$ cat config.mk
export PLATFORM = sky130hd
export DESIGN_NAME = sipo_window_ctrl
export DESIGN_NICKNAME = d
export VERILOG_FILES = /design/src/rtl/sipo_ctrl_pkg.sv /design/src/rtl/pix_coord_cnt.sv /design/src/rtl/sipo_window_ctrl.sv
export SDC_FILE = /design/constraint.sdc
export NUM_CORES = 1
export LEC_CHECK = 0
export CAP_MARGIN = 20
export CORE_UTILIZATION = 40
export CTS_CLUSTER_SIZE = 24
export DETAILED_ROUTE_END_ITERATION = 12
export PLACE_DENSITY_LB_ADDON = 0.1
export SETUP_SLACK_MARGIN = 0.3
export SYNTH_ARGS = -nofsm -noshare
export SYNTH_HDL_FRONTEND = slang
export SYNTH_SLANG_ARGS = --single-unit
export TNS_END_PERCENT = 100
$ cat constraint.sdc
create_clock -name clk -period 2.1 [get_ports clk]
set_input_delay 0.42 -clock clk [delete_from_list [all_inputs] [get_ports clk]]
set_output_delay 0.42 -clock clk [all_outputs]
set_load 0.01 [all_outputs]
$ cat src/rtl/sipo_ctrl_pkg.sv
// Shared types and helpers for the SIPO window sequencer.
// The state encoding is common to the top module and any checker that observes it.
package sipo_ctrl_pkg;

  typedef enum logic [1:0] {
    S_IDLE = 2'd0,
    S_FILL = 2'd1,
    S_RUN  = 2'd2
  } win_state_t;

  localparam int WIN_DEF = 5;

  // Counter width for a dimension, never narrower than one bit.
  function automatic int cnt_w(input int n);
    return (n > 1) ? $clog2(n) : 1;
  endfunction

endpackage

$ cat src/rtl/pix_coord_cnt.sv
// Column/row position counter for the pixel stream.
// Clear has priority over load-1, which has priority over a normal advance.
module pix_coord_cnt
  import sipo_ctrl_pkg::*;
#(
  parameter int IMG_W = 640,
  parameter int IMG_H = 480
) (
  input  logic                       clk,
  input  logic                       rst_n,
  input  logic                       en,
  input  logic                       clr,
  input  logic                       load1,
  output logic [cnt_w(IMG_W)-1:0]    col,
  output logic [cnt_w(IMG_H)-1:0]    row,
  output logic                       last_col,
  output logic                       last_row
);

  localparam int CW = cnt_w(IMG_W);
  localparam int RW = cnt_w(IMG_H);
  localparam logic [CW-1:0] LAST_COL = CW'(IMG_W - 1);
  localparam logic [RW-1:0] LAST_ROW = RW'(IMG_H - 1);

  logic [CW-1:0] col_r;
  logic [RW-1:0] row_r;

  // Position update: a load-1 marks the first pixel of a frame as already counted.
  always_ff @(posedge clk or negedge rst_n) begin
    if (!rst_n) begin
      col_r <= '0;
      row_r <= '0;
    end else if (clr) begin
      col_r <= '0;
      row_r <= '0;
    end else if (load1) begin
      col_r <= CW'(1);
      row_r <= '0;
    end else if (en) begin
      if (last_col) begin
        col_r <= '0;
        row_r <= row_r + RW'(1);
      end else begin
        col_r <= col_r + CW'(1);
        row_r <= row_r;
      end
    end else begin
      col_r <= col_r;
      row_r <= row_r;
    end
  end

  assign col      = col_r;
  assign row      = row_r;
  assign last_col = (col_r == LAST_COL);
  assign last_row = (row_r == LAST_ROW);

endmodule

$ cat src/rtl/sipo_window_ctrl.sv
// Sequencer for the left/right 5-tap SIPO windows: drives the shared shift enable,
// tracks pixel position and flags complete windows one cycle after their accepting edge.
module sipo_window_ctrl
  import sipo_ctrl_pkg::*;
#(
  parameter int IMG_W = 640,
  parameter int IMG_H = 480,
  parameter int WIN   = WIN_DEF
) (
  input  logic                       clk,
  input  logic                       rst_n,
  input  logic                       i_valid,
  input  logic                       i_sof,
  output logic                       o_ready,
  input  logic                       i_dn_ready,
  output logic                       o_shift_en,
  output logic                       o_win_valid,
  output logic [cnt_w(IMG_W)-1:0]    o_win_col,
  output logic [cnt_w(IMG_H)-1:0]    o_win_row,
  output logic                       o_eol,
  output logic                       o_eof,
  output logic                       o_err
);

  localparam int CW = cnt_w(IMG_W);
  localparam int RW = cnt_w(IMG_H);
  localparam logic [CW-1:0] FIRST_WIN_COL = CW'(WIN - 1);

  win_state_t    state_r;
  win_state_t    next_state_s;
  logic [CW-1:0] col_s;
  logic [RW-1:0] row_s;
  logic          last_col_s;
  logic          last_row_s;
  logic          accept_s;
  logic          shift_s;
  logic          restart_s;
  logic          advance_s;
  logic          fire_s;
  logic          frame_end_s;

  logic          win_valid_r;
  logic [CW-1:0] win_col_r;
  logic [RW-1:0] win_row_r;
  logic          eol_r;
  logic          eof_r;
  logic          err_r;

  assign o_ready    = (state_r == S_IDLE) ? 1'b1 : i_dn_ready;
  assign accept_s   = i_valid & o_ready;
  assign o_shift_en = accept_s & ((state_r != S_IDLE) | i_sof);
  assign shift_s    = o_shift_en;
  // An sof shift always starts a frame, whether from IDLE or as a restart.
  assign restart_s   = shift_s & i_sof;
  assign advance_s   = shift_s & ~i_sof;
  assign frame_end_s = advance_s & last_col_s & last_row_s;
  assign fire_s      = advance_s & ((state_r == S_RUN) |
                                    ((state_r == S_FILL) & (col_s == FIRST_WIN_COL)));

  pix_coord_cnt #(
    .IMG_W (IMG_W),
    .IMG_H (IMG_H)
  ) u_coord (
    .clk      (clk),
    .rst_n    (rst_n),
    .en       (advance_s),
    .clr      (frame_end_s),
    .load1    (restart_s),
    .col      (col_s),
    .row      (row_s),
    .last_col (last_col_s),
    .last_row (last_row_s)
  );

  // State register.
  always_ff @(posedge clk or negedge rst_n) begin
    if (!rst_n) begin
      state_r <= S_IDLE;
    end else begin
      state_r <= next_state_s;
    end
  end

  // Next-state logic; line wrap wins over the FILL->RUN transition when IMG_W == WIN.
  always_comb begin
    next_state_s = state_r;
    case (state_r)
      S_IDLE: begin
        if (shift_s) begin
          next_state_s = S_FILL;
        end else begin
          next_state_s = S_IDLE;
        end
      end
      S_FILL, S_RUN: begin
        if (restart_s) begin
          next_state_s = S_FILL;
        end else if (advance_s & last_col_s) begin
          next_state_s = last_row_s ? S_IDLE : S_FILL;
        end else if (advance_s & (state_r == S_FILL) & (col_s == FIRST_WIN_COL)) begin
          next_state_s = S_RUN;
        end else begin
          next_state_s = state_r;
        end
      end
      default: begin
        next_state_s = S_IDLE;
      end
    endcase
  end

  // Window flags and coordinates; coordinates hold between windows.
  always_ff @(posedge clk or negedge rst_n) begin
    if (!rst_n) begin
      win_valid_r <= 1'b0;
      win_col_r   <= '0;
      win_row_r   <= '0;
      eol_r       <= 1'b0;
      eof_r       <= 1'b0;
      err_r       <= 1'b0;
    end else begin
      win_valid_r <= fire_s;
      eol_r       <= fire_s & last_col_s;
      eof_r       <= fire_s & last_col_s & last_row_s;
      err_r       <= err_r | (restart_s & (state_r != S_IDLE));
      if (fire_s) begin
        win_col_r <= col_s;
        win_row_r <= row_s;
      end else begin
        win_col_r <= win_col_r;
        win_row_r <= win_row_r;
      end
    end
  end

  assign o_win_valid = win_valid_r;
  assign o_win_col   = win_col_r;
  assign o_win_row   = win_row_r;
  assign o_eol       = eol_r;
  assign o_eof       = eof_r;
  assign o_err       = err_r;

endmodule

==> flow_metrics.env <==
export IMPL_worstMarginPinSlew_ns=0.764
export IMPL_area_growth_pct=41.9
export IMPL_max_freq_mhz=521
export IMPL_vias=1845
export IMPL_gp_congestion=0.873
export IMPL_fin_crit_ns=1.92
export IMPL_syn_inst=198
export IMPL_cts_htree_levels=2
export IMPL_drv_cap=0
export IMPL_syn_area_per_cell_um2=11.4
export IMPL_synth_fp_nets=210
export IMPL_cp_max_fo=2
export IMPL_setup_viol=0
export IMPL_synth_most_common_cell="dfrtp_1"
export IMPL_die_height_um=77.1
export IMPL_cp_required_ns=1.68
export IMPL_cp_start_kind="register"
export IMPL_drive_gt1_share_pct=41.2
export IMPL_placed_cell_area_um2=2850
export IMPL_ys_types=44
export IMPL_status="finished clean"
export IMPL_synth_common_cells="dfrtp_1 (44), mux2_4 (17), a21oi_1 (11), nor2_1 (11)"
export IMPL_cts_tree="yes"
export IMPL_ir_drop_uv=310
export IMPL_synth_top_area_share_pct=48.8
export IMPL_totalWireLength_um=5400
export IMPL_fillCellCount=458
export IMPL_yosys_top_cells_area="dfrtp_1 (49%), mux2_4 (11%), ha_1 (3.9%)"
export IMPL_die_x_um=77.1
export IMPL_antenna_found_initial=0
export IMPL_timing_rr_start="state_r[0]$_DFFE_PN0P_"
export IMPL_dieArea_um2=5950
export IMPL_diodes=0
export IMPL_via_per_inst=5.47
export IMPL_synthArstFlopShare_pct=100
export IMPL_slew_headroom_pct=49.1
export IMPL_leakage_nw=1.45
export IMPL_clk_pin_slew_ns=0.08
export IMPL_cts_max_path_buffers=2
export IMPL_synth_edff_count=0
export IMPL_grt_max_degree=35
export IMPL_min_path_type="in -> async"
export IMPL_holdBufCountCts=0
export IMPL_dp_hpwl_um=3720
export IMPL_grt_pass1_vias=1827
export IMPL_initial_utilization_pct=42.9
export IMPL_r2r_setup_slack_ns=0.21
export IMPL_endpoint_kind="output port"
export IMPL_netlist_area_um2=2260
export IMPL_finalNetCount=278
export IMPL_slew_violations=0
export IMPL_timing_final_ws_setup_ns=0.180
export IMPL_synth_warnings=0
export IMPL_rsz0062_at_grt="yes"
export IMPL_ant_nets=0
export IMPL_first_pass_iters=4
export IMPL_critPathKind="reg -> out"
export IMPL_portBuffers=29
export IMPL_ys_flop_type="dfrtp_1"
export IMPL_fin_crit_sh_pct=91.4
export IMPL_drt_iter0_markers=119
export IMPL_wire_per_inst_um=16.0
export IMPL_clock_sinks=44
export IMPL_place_ws_ns=-0.171
export IMPL_clock_skew_ns=0.00550
export IMPL_fp_row_count=26
export IMPL_yosysTopAreaCell="dfrtp_1"
export IMPL_drc=0
export IMPL_hold_viol=0
export IMPL_cts_buffers_inserted=5
export IMPL_grt_usage_pct=19.7
export IMPL_boundaryPins=30
export IMPL_grt_overflow_total=0
export IMPL_worst_ep_arrival_time_ns=1.50
export IMPL_power_density_nw_per_um2=578
export IMPL_ys_ff_latch=44
export IMPL_fin_util_pct=60.8
export IMPL_seq_area_frac_synth_pct=48.8
export IMPL_grt_pass1_wl_um=9030
export IMPL_final_cell_area_um2=3210
export IMPL_power_w=0.00185
export IMPL_rr_worst_depth=7
export IMPL_timing_rr_end="o_win_col[8]$_DFFE_PN0P_"
export IMPL_root_buffer="clkbuf_8"
export IMPL_clk_latency_ns=0.29
export IMPL_coreArea_um2=5270
layout by cell type (no fill, tap or decap), types with 7 or more instances in the layout:
cell type         n
mux2_4           18
nand3_1           7
clkdlybuf4s50_1  25
a21oi_2           8
inv_1             7
dfrtp_1          43
buf_4            35
nand2_1           9
nor2_1           11
worst max path at each step:
stage                                from  cells past startpoint                         end  slack (ns)
6_report           state_r[1]$_DFFE_PN0P_                      6                  o_shift_en        0.18
5_1_grt            state_r[0]$_DFFE_PN0P_                      7    o_win_row[6]$_DFFE_PN0P_        0.13
4_1_cts            state_r[0]$_DFFE_PN0P_                      6                  o_shift_en        0.17
3_5_place_dp                   i_dn_ready                      7  u_coord.row[0]$_DFFE_PN0P_       -0.17
3_3_place_gp                        i_sof                      5                  o_shift_en       -0.09
2_1_floorplan  u_coord.col[3]$_DFFE_PN0P_                      5    o_win_col[0]$_DFFE_PN0P_        0.28
critical path: stages, from the launching register on:
cell and delay [ns]:
dfrtp_1 0.40, inv_2 0.09, ha_4 0.15, mux2_4 0.32
nand2_4 0.10, inv_4 0.04, buf_6 0.11
timing repair:
action                     4_1_cts  5_1_grt
setup endpoints to repair       36       35
setup buffers                   11        0
gates resized for setup         22       25
pin swaps                        3        8
gates cloned                     1        0
cell families after synthesis:
kind of cell    Yosys count  synth area share, %
flops                    44                 48.8
xor+xnor                  4                 1.55
compound gates           42                 12.5
simple gates             62                 16.6
fa+ha+maj                 7                 3.88
buf+inv                  19                 3.93
mux                      20                 12.8
power breakdown:
part / switching [W] / internal (W) / leakage, nW
Clock: 0.000288 / 0.000389 / 0.0614
Sequential: 0.0000234 / 0.000875 / 0.603
Combinational: 0.000145 / 0.000133 / 0.789
cell type report:
class                      instances  area (µm²)  share of cell area (%)
multi-input combinational        136        1230                    38.4
sequential                        44        1100                    34.4
timing repair buffer              69         623                    19.4
tap                               70        87.6                    2.73
clock buffer                       6        82.6                    2.58
inverter                          10        40.0                    1.25
clock inverter                     2        38.8                    1.21
per-layer routing:
layer | part of all wire, % | wire length [µm] | vias to the layer above | track usage, %
met4 | 1.9 | 105 | 0 | 8.68
met1 | 45 | 2440 | 895 | 26.5
met3 | 5.2 | 278 | 8 | 3.69
li1 | - | - | 880 | -
met2 | 48 | 2570 | 62 | 30.7
met5 | 0 | 0 | - | 0
stage by stage:
step                      setup TNS [ns]  hold WS (ns)  cells
after floorplan                        0         0.124    198
after global placement             -1.03         0.461    317
after detailed placement           -2.61         0.480    317
after CTS                              0         0.209    337
after global routing                   0         0.240    337
final                                  0         0.196    337
flip-flops by register name (all words and copies together) (netlist names):
| name | count |
|---|---|
| o_win_row | 9 |
| state_r | 2 |
| o_eof | 1 |
| o_err | 1 |
| u_coord.col | 10 |
| o_eol | 1 |
| o_win_valid | 1 |
| o_win_col | 10 |
| u_coord.row | 9 |
Power figures use the tool's default switching activity.
==> patch 1, RTL diff (same settings) <==
`IMG_W` is set to 640 in 2 places; all go to 320.
--- a/src/rtl/pix_coord_cnt.sv
+++ b/src/rtl/pix_coord_cnt.sv
@@ -4,5 +4,5 @@
   import sipo_ctrl_pkg::*;
 #(
-  parameter int IMG_W = 640,
+  parameter int IMG_W = 320,
   parameter int IMG_H = 480
 ) (
--- a/src/rtl/sipo_window_ctrl.sv
+++ b/src/rtl/sipo_window_ctrl.sv
@@ -4,5 +4,5 @@
   import sipo_ctrl_pkg::*;
 #(
-  parameter int IMG_W = 640,
+  parameter int IMG_W = 320,
   parameter int IMG_H = 480,
   parameter int WIN   = WIN_DEF
Ports: changed (resized o_win_col); port bits go from 30 to 29. No check against the original RTL was run, so the function may have changed too.
==> patch 1 against the unedited design <==
Global-route usage down 0.58 points; non-clock buffer count down 11; largest power group unchanged; routed wire length down 6.3%; sequential cell count shrank 2; hold slack lost 0.015 ns; design area is 10% lower; power increased by 4.2%; combinational power up 31%; synthesized cell count down 4.5%; worst setup slack better by 0.0079 ns; largest cell class unchanged; synthesized area down 5.3%; count of clock-buffer cells in the layout is the same; die area fell by 5.2%.
==> patch 1: results (changes against the unedited design) <==
CELLS AND AREA
----------------------------------------------------------------------
Layout cell share with drive strength beyond 1 ..........        31.8%   was 41.2%
Combined area of the multi-input logic cells ............     1070 um2   was 1230 um2

ROUTE
----------------------------------------------------------------------
Initial DRC count .......................................          107   was 119
Wirelength, routed ......................................      5060 um   was 5400 um
Routed WL per cell ......................................      16.1 um   was 16.0 um
Amount of wire on met2 after detailed routing ...........      2280 um   was 2570 um
Detailed-routing wirelength on met1 .....................      2490 um   was 2440 um
DR vias .................................................         1696   was 1845
Sum of met3 wire segment lengths after detailed routing .       228 um   was 278 um

PLACED DESIGN
----------------------------------------------------------------------
Total placed cells including tap cells ..................          295   was 317
Gp weighted congestion ..................................        0.857   was 0.873
Post-placement worst setup slack ........................    -0.120 ns   was -0.171 ns
Number of port buffers ..................................           28   was 29

PWR
----------------------------------------------------------------------
Leakage component of the power ..........................      1.27 nW   was 1.45 nW
Pwr dens ................................................   670 nW/um2   was 578 nW/um2
Part of the total power dissipated in the clock network .        32.6%   was 36.5%
Switching share of power ................................        27.8%   was 24.7%

GLOBAL ROUTING
----------------------------------------------------------------------
Overall Global Routing Usage ............................        19.1%   was 19.7%
Number of global-route vias before repair ...............         1642   was 1827
GR Layer Usage met1 .....................................        27.7%   was 26.5%
Largest net degree at the start of global routing .......           43   was 35
Routing usage on met3 ...................................        4.42%   was 3.69%

SYNTHESIS
----------------------------------------------------------------------
Sequential area share after synthesis ...................        49.2%   was 48.8%
Average cell area after synthesis .......................     11.3 um2   was 11.4 um2
Dominant cells by area after synthesis .................. sky130_fd_sc_hd__dfrtp_1 (49%), sky130_fd_sc_hd__mux2_2 (10%), sky130_fd_sc_hd__ha_1 (4.1%), sky130_fd_sc_hd__nand3_1 (2.6%), sky130_fd_sc_hd__o31ai_1 (2.5%)   was sky130_fd_sc_hd__dfrtp_1 (49%), sky130_fd_sc_hd__mux2_4 (11%), sky130_fd_sc_hd__ha_1 (3.9%), sky130_fd_sc_hd__or4_1 (3.0%), sky130_fd_sc_hd__a21oi_1 (2.4%)
Adder-Cell Fraction of Synth Area .......................        4.10%   was 3.88%
Most frequent cells after synthesis ..................... sky130_fd_sc_hd__dfrtp_1 (42), sky130_fd_sc_hd__mux2_2 (19), sky130_fd_sc_hd__nand3_1 (11), sky130_fd_sc_hd__a21oi_1 (10)   was sky130_fd_sc_hd__dfrtp_1 (44), sky130_fd_sc_hd__mux2_4 (17), sky130_fd_sc_hd__a21oi_1 (11), sky130_fd_sc_hd__nor2_1 (11)
Xor-xnor portion of the synthesized cell area ...........        2.05%   was 1.55%
Number of library cell types mapped by synthesis ........           43   was 44

STA
----------------------------------------------------------------------
Max_slew headroom .......................................        65.1%   was 49.1%
Period Utilization, post-route ..........................        91.0%   was 91.4%
Clock tree skew after final layout ......................   0.00606 ns   was 0.00550 ns

SETUP PATH
----------------------------------------------------------------------
Peak fanout along the critical path .....................            5   was 2
Crit path arrival time ..................................      2.09 ns   was 1.50 ns
Internal reg-to-reg setup slack .........................      0.19 ns   was 0.21 ns

STATUS
----------------------------------------------------------------------
Outcome ................................................. complete, no violations   unchanged

[patch 1: final timing paths]
| path | startpoint | to | cells past startpoint |
|---|---|---|---|
| worst max-delay path | state_r[0] | o_win_col[5] | 7 |
| worst min-delay path | rst_n | o_win_col[8] | 2 |
| worst max register to register | state_r[0] | o_win_col[5] | 7 |
| worst min register to register | o_err | o_err | 1 |
| max in group asynchronous | rst_n | o_win_row[0] | 2 |
| min in group clk | o_err | o_err | 1 |
[patch 1: what timing repair did]
item                       CTS  global route
buffers inserted             6             4
gates cloned                 0             2
setup endpoints to repair   37            39
hold buffers                 0             0
resized for setup           14            21
pin swaps                    3             3
[patch 1: cell type report]
| class | instances | area share (%) |
|---|---|---|
| Multi-Input combinational cell | 131 | 37.0 |
| Sequential cell | 42 | 36.5 |
| Timing Repair Buffer | 58 | 18.8 |
| Tap cell | 70 | 3.04 |
| Clock buffer | 6 | 2.52 |
| Clock inverter | 2 | 1.30 |
| Inverter | 6 | 0.868 |
==> patch 2, RTL diff (same settings) <==
Made on the original files. Register the output `o_err` once more, without a reset; this adds one clock of latency there. The other outputs are not delayed to match.
--- a/src/rtl/sipo_window_ctrl.sv
+++ b/src/rtl/sipo_window_ctrl.sv
@@ -139,5 +139,7 @@
   assign o_eol       = eol_r;
   assign o_eof       = eof_r;
-  assign o_err       = err_r;
+  always_ff @(posedge clk) begin
+    o_err <= err_r;
+  end
 
 endmodule
Behaviour: not the same (a bounded check fails within 4 cycles, from zero or initial values and one cycle with rst_n low).
==> patch 2 against the unedited design <==
Design area down 0.19%; routed wire length up 2.5%; power is 1.4% lower; utilization is 2.7 points lower; worst setup slack better by 0.0040 ns; critical path type unchanged; global-route usage is 0.77 points lower; sequential cell count is 1 higher; synthesized area increased by 0.89%; largest power group unchanged.
==> patch 2: results (changes against the unedited design) <==
PWR
----------------------------------------------------------------------
IR drop worst, VDD ......................................     0.284 mV   was 0.310 mV
Part of the total power dissipated in the clock network .        34.0%   was 36.5%
Switching share of power ................................        24.7%   about the same
Reported clock group power ..............................   0.000621 W   was 0.000677 W
Reported sequential group power .........................   0.000917 W   was 0.000898 W
Leakage component of the power ..........................      1.46 nW   was 1.45 nW

SYNTHESIS
----------------------------------------------------------------------
Average cell area after synthesis .......................     11.4 um2   about the same
Fraction of registers with async set/reset ..............        97.8%   was 100%
Sequential area share after synthesis ...................        49.2%   was 48.8%
Dominant cells by area after synthesis .................. sky130_fd_sc_hd__dfrtp_1 (48%), sky130_fd_sc_hd__mux2_4 (11%), sky130_fd_sc_hd__ha_1 (3.8%), sky130_fd_sc_hd__or4_1 (3.0%), sky130_fd_sc_hd__a21oi_1 (2.4%)   was sky130_fd_sc_hd__dfrtp_1 (49%), sky130_fd_sc_hd__mux2_4 (11%), sky130_fd_sc_hd__ha_1 (3.9%), sky130_fd_sc_hd__or4_1 (3.0%), sky130_fd_sc_hd__a21oi_1 (2.4%)
Number of library cell types mapped by synthesis ........           45   was 44

STA
----------------------------------------------------------------------
Clock tree skew after final layout ......................   0.00265 ns   was 0.00550 ns
Period Utilization, post-route ..........................        91.2%   was 91.4%
Min Hold Slack ..........................................    0.0489 ns   was 0.196 ns

CLOCK TREE
----------------------------------------------------------------------
Number of cells upsized or downsized after cts ..........           20   was 22
# Post-CTS Setup Buffers ................................            8   was 11

CELLS AND AREA
----------------------------------------------------------------------
Final #Nets .............................................          281   was 278
Layout cell share with drive strength beyond 1 ..........        39.4%   was 41.2%
Post-Layout Inst Area ...................................     3200 um2   was 3210 um2
Clock tree cell share of total cell area ................        3.25%   was 3.79%
Layout buffering overhead excluding clock cells .........        19.1%   was 19.4%
Combined area of the multi-input logic cells ............     1230 um2   about the same
Count of non-filler cells in the finished layout ........          341   was 337
Number of multi-input combinational cells in the layout .          137   was 136
Plain + repair buffers ..................................           70   was 69
Area growth from synthesis to layout ....................        40.4%   was 41.9%

GLOBAL ROUTING
----------------------------------------------------------------------
Overall Global Routing Usage ............................        18.9%   was 19.7%
Largest net degree at the start of global routing .......           26   was 35
First-pass GRT wire length ..............................      8960 um   was 9030 um

PLACED DESIGN
----------------------------------------------------------------------
Post-placement worst setup slack ........................    -0.122 ns   was -0.171 ns
Gp weighted congestion ..................................        0.869   was 0.873
Placed inst area ........................................     2870 um2   was 2850 um2

SETUP PATH
----------------------------------------------------------------------
Peak fanout along the critical path .....................            3   was 2
Internal reg-to-reg setup slack .........................      0.19 ns   was 0.21 ns

ROUTE
----------------------------------------------------------------------
Initial DRC count .......................................          116   was 119

STATUS
----------------------------------------------------------------------
Outcome ................................................. complete, no violations   unchanged

patch 2: worst max-delay path: stages, from the launching register on:
cell and delay, ns:
sky130_fd_sc_hd__dfrtp_1 0.40, sky130_fd_sc_hd__inv_2 0.09, sky130_fd_sc_hd__ha_4 0.15, sky130_fd_sc_hd__mux2_4 0.32
sky130_fd_sc_hd__nand2_4 0.09, sky130_fd_sc_hd__inv_4 0.04, sky130_fd_sc_hd__buf_6 0.11
patch 2: logic make-up after synthesis:
logic type | Yosys count | synth area share [%]
muxes | 20 | 12.7
DFF | 45 | 49.2
and+or+nand+nor | 62 | 16.5
AOI/OAI and AO/OA | 42 | 12.4
buffers and inverters | 19 | 3.90
adders and majority gates | 7 | 3.84
xor gates and xnor gates | 4 | 1.54
patch 2: routing by layer:
layer / routed length (um) / vias up / global-route usage, %
li1: - / 889 / -
met1: 2620 / 938 / 25.2
met2: 2600 / 72 / 31.4
met3: 235 / 8 / 3.06
met4: 79 / 0 / 5.85
met5: 0 / - / 0
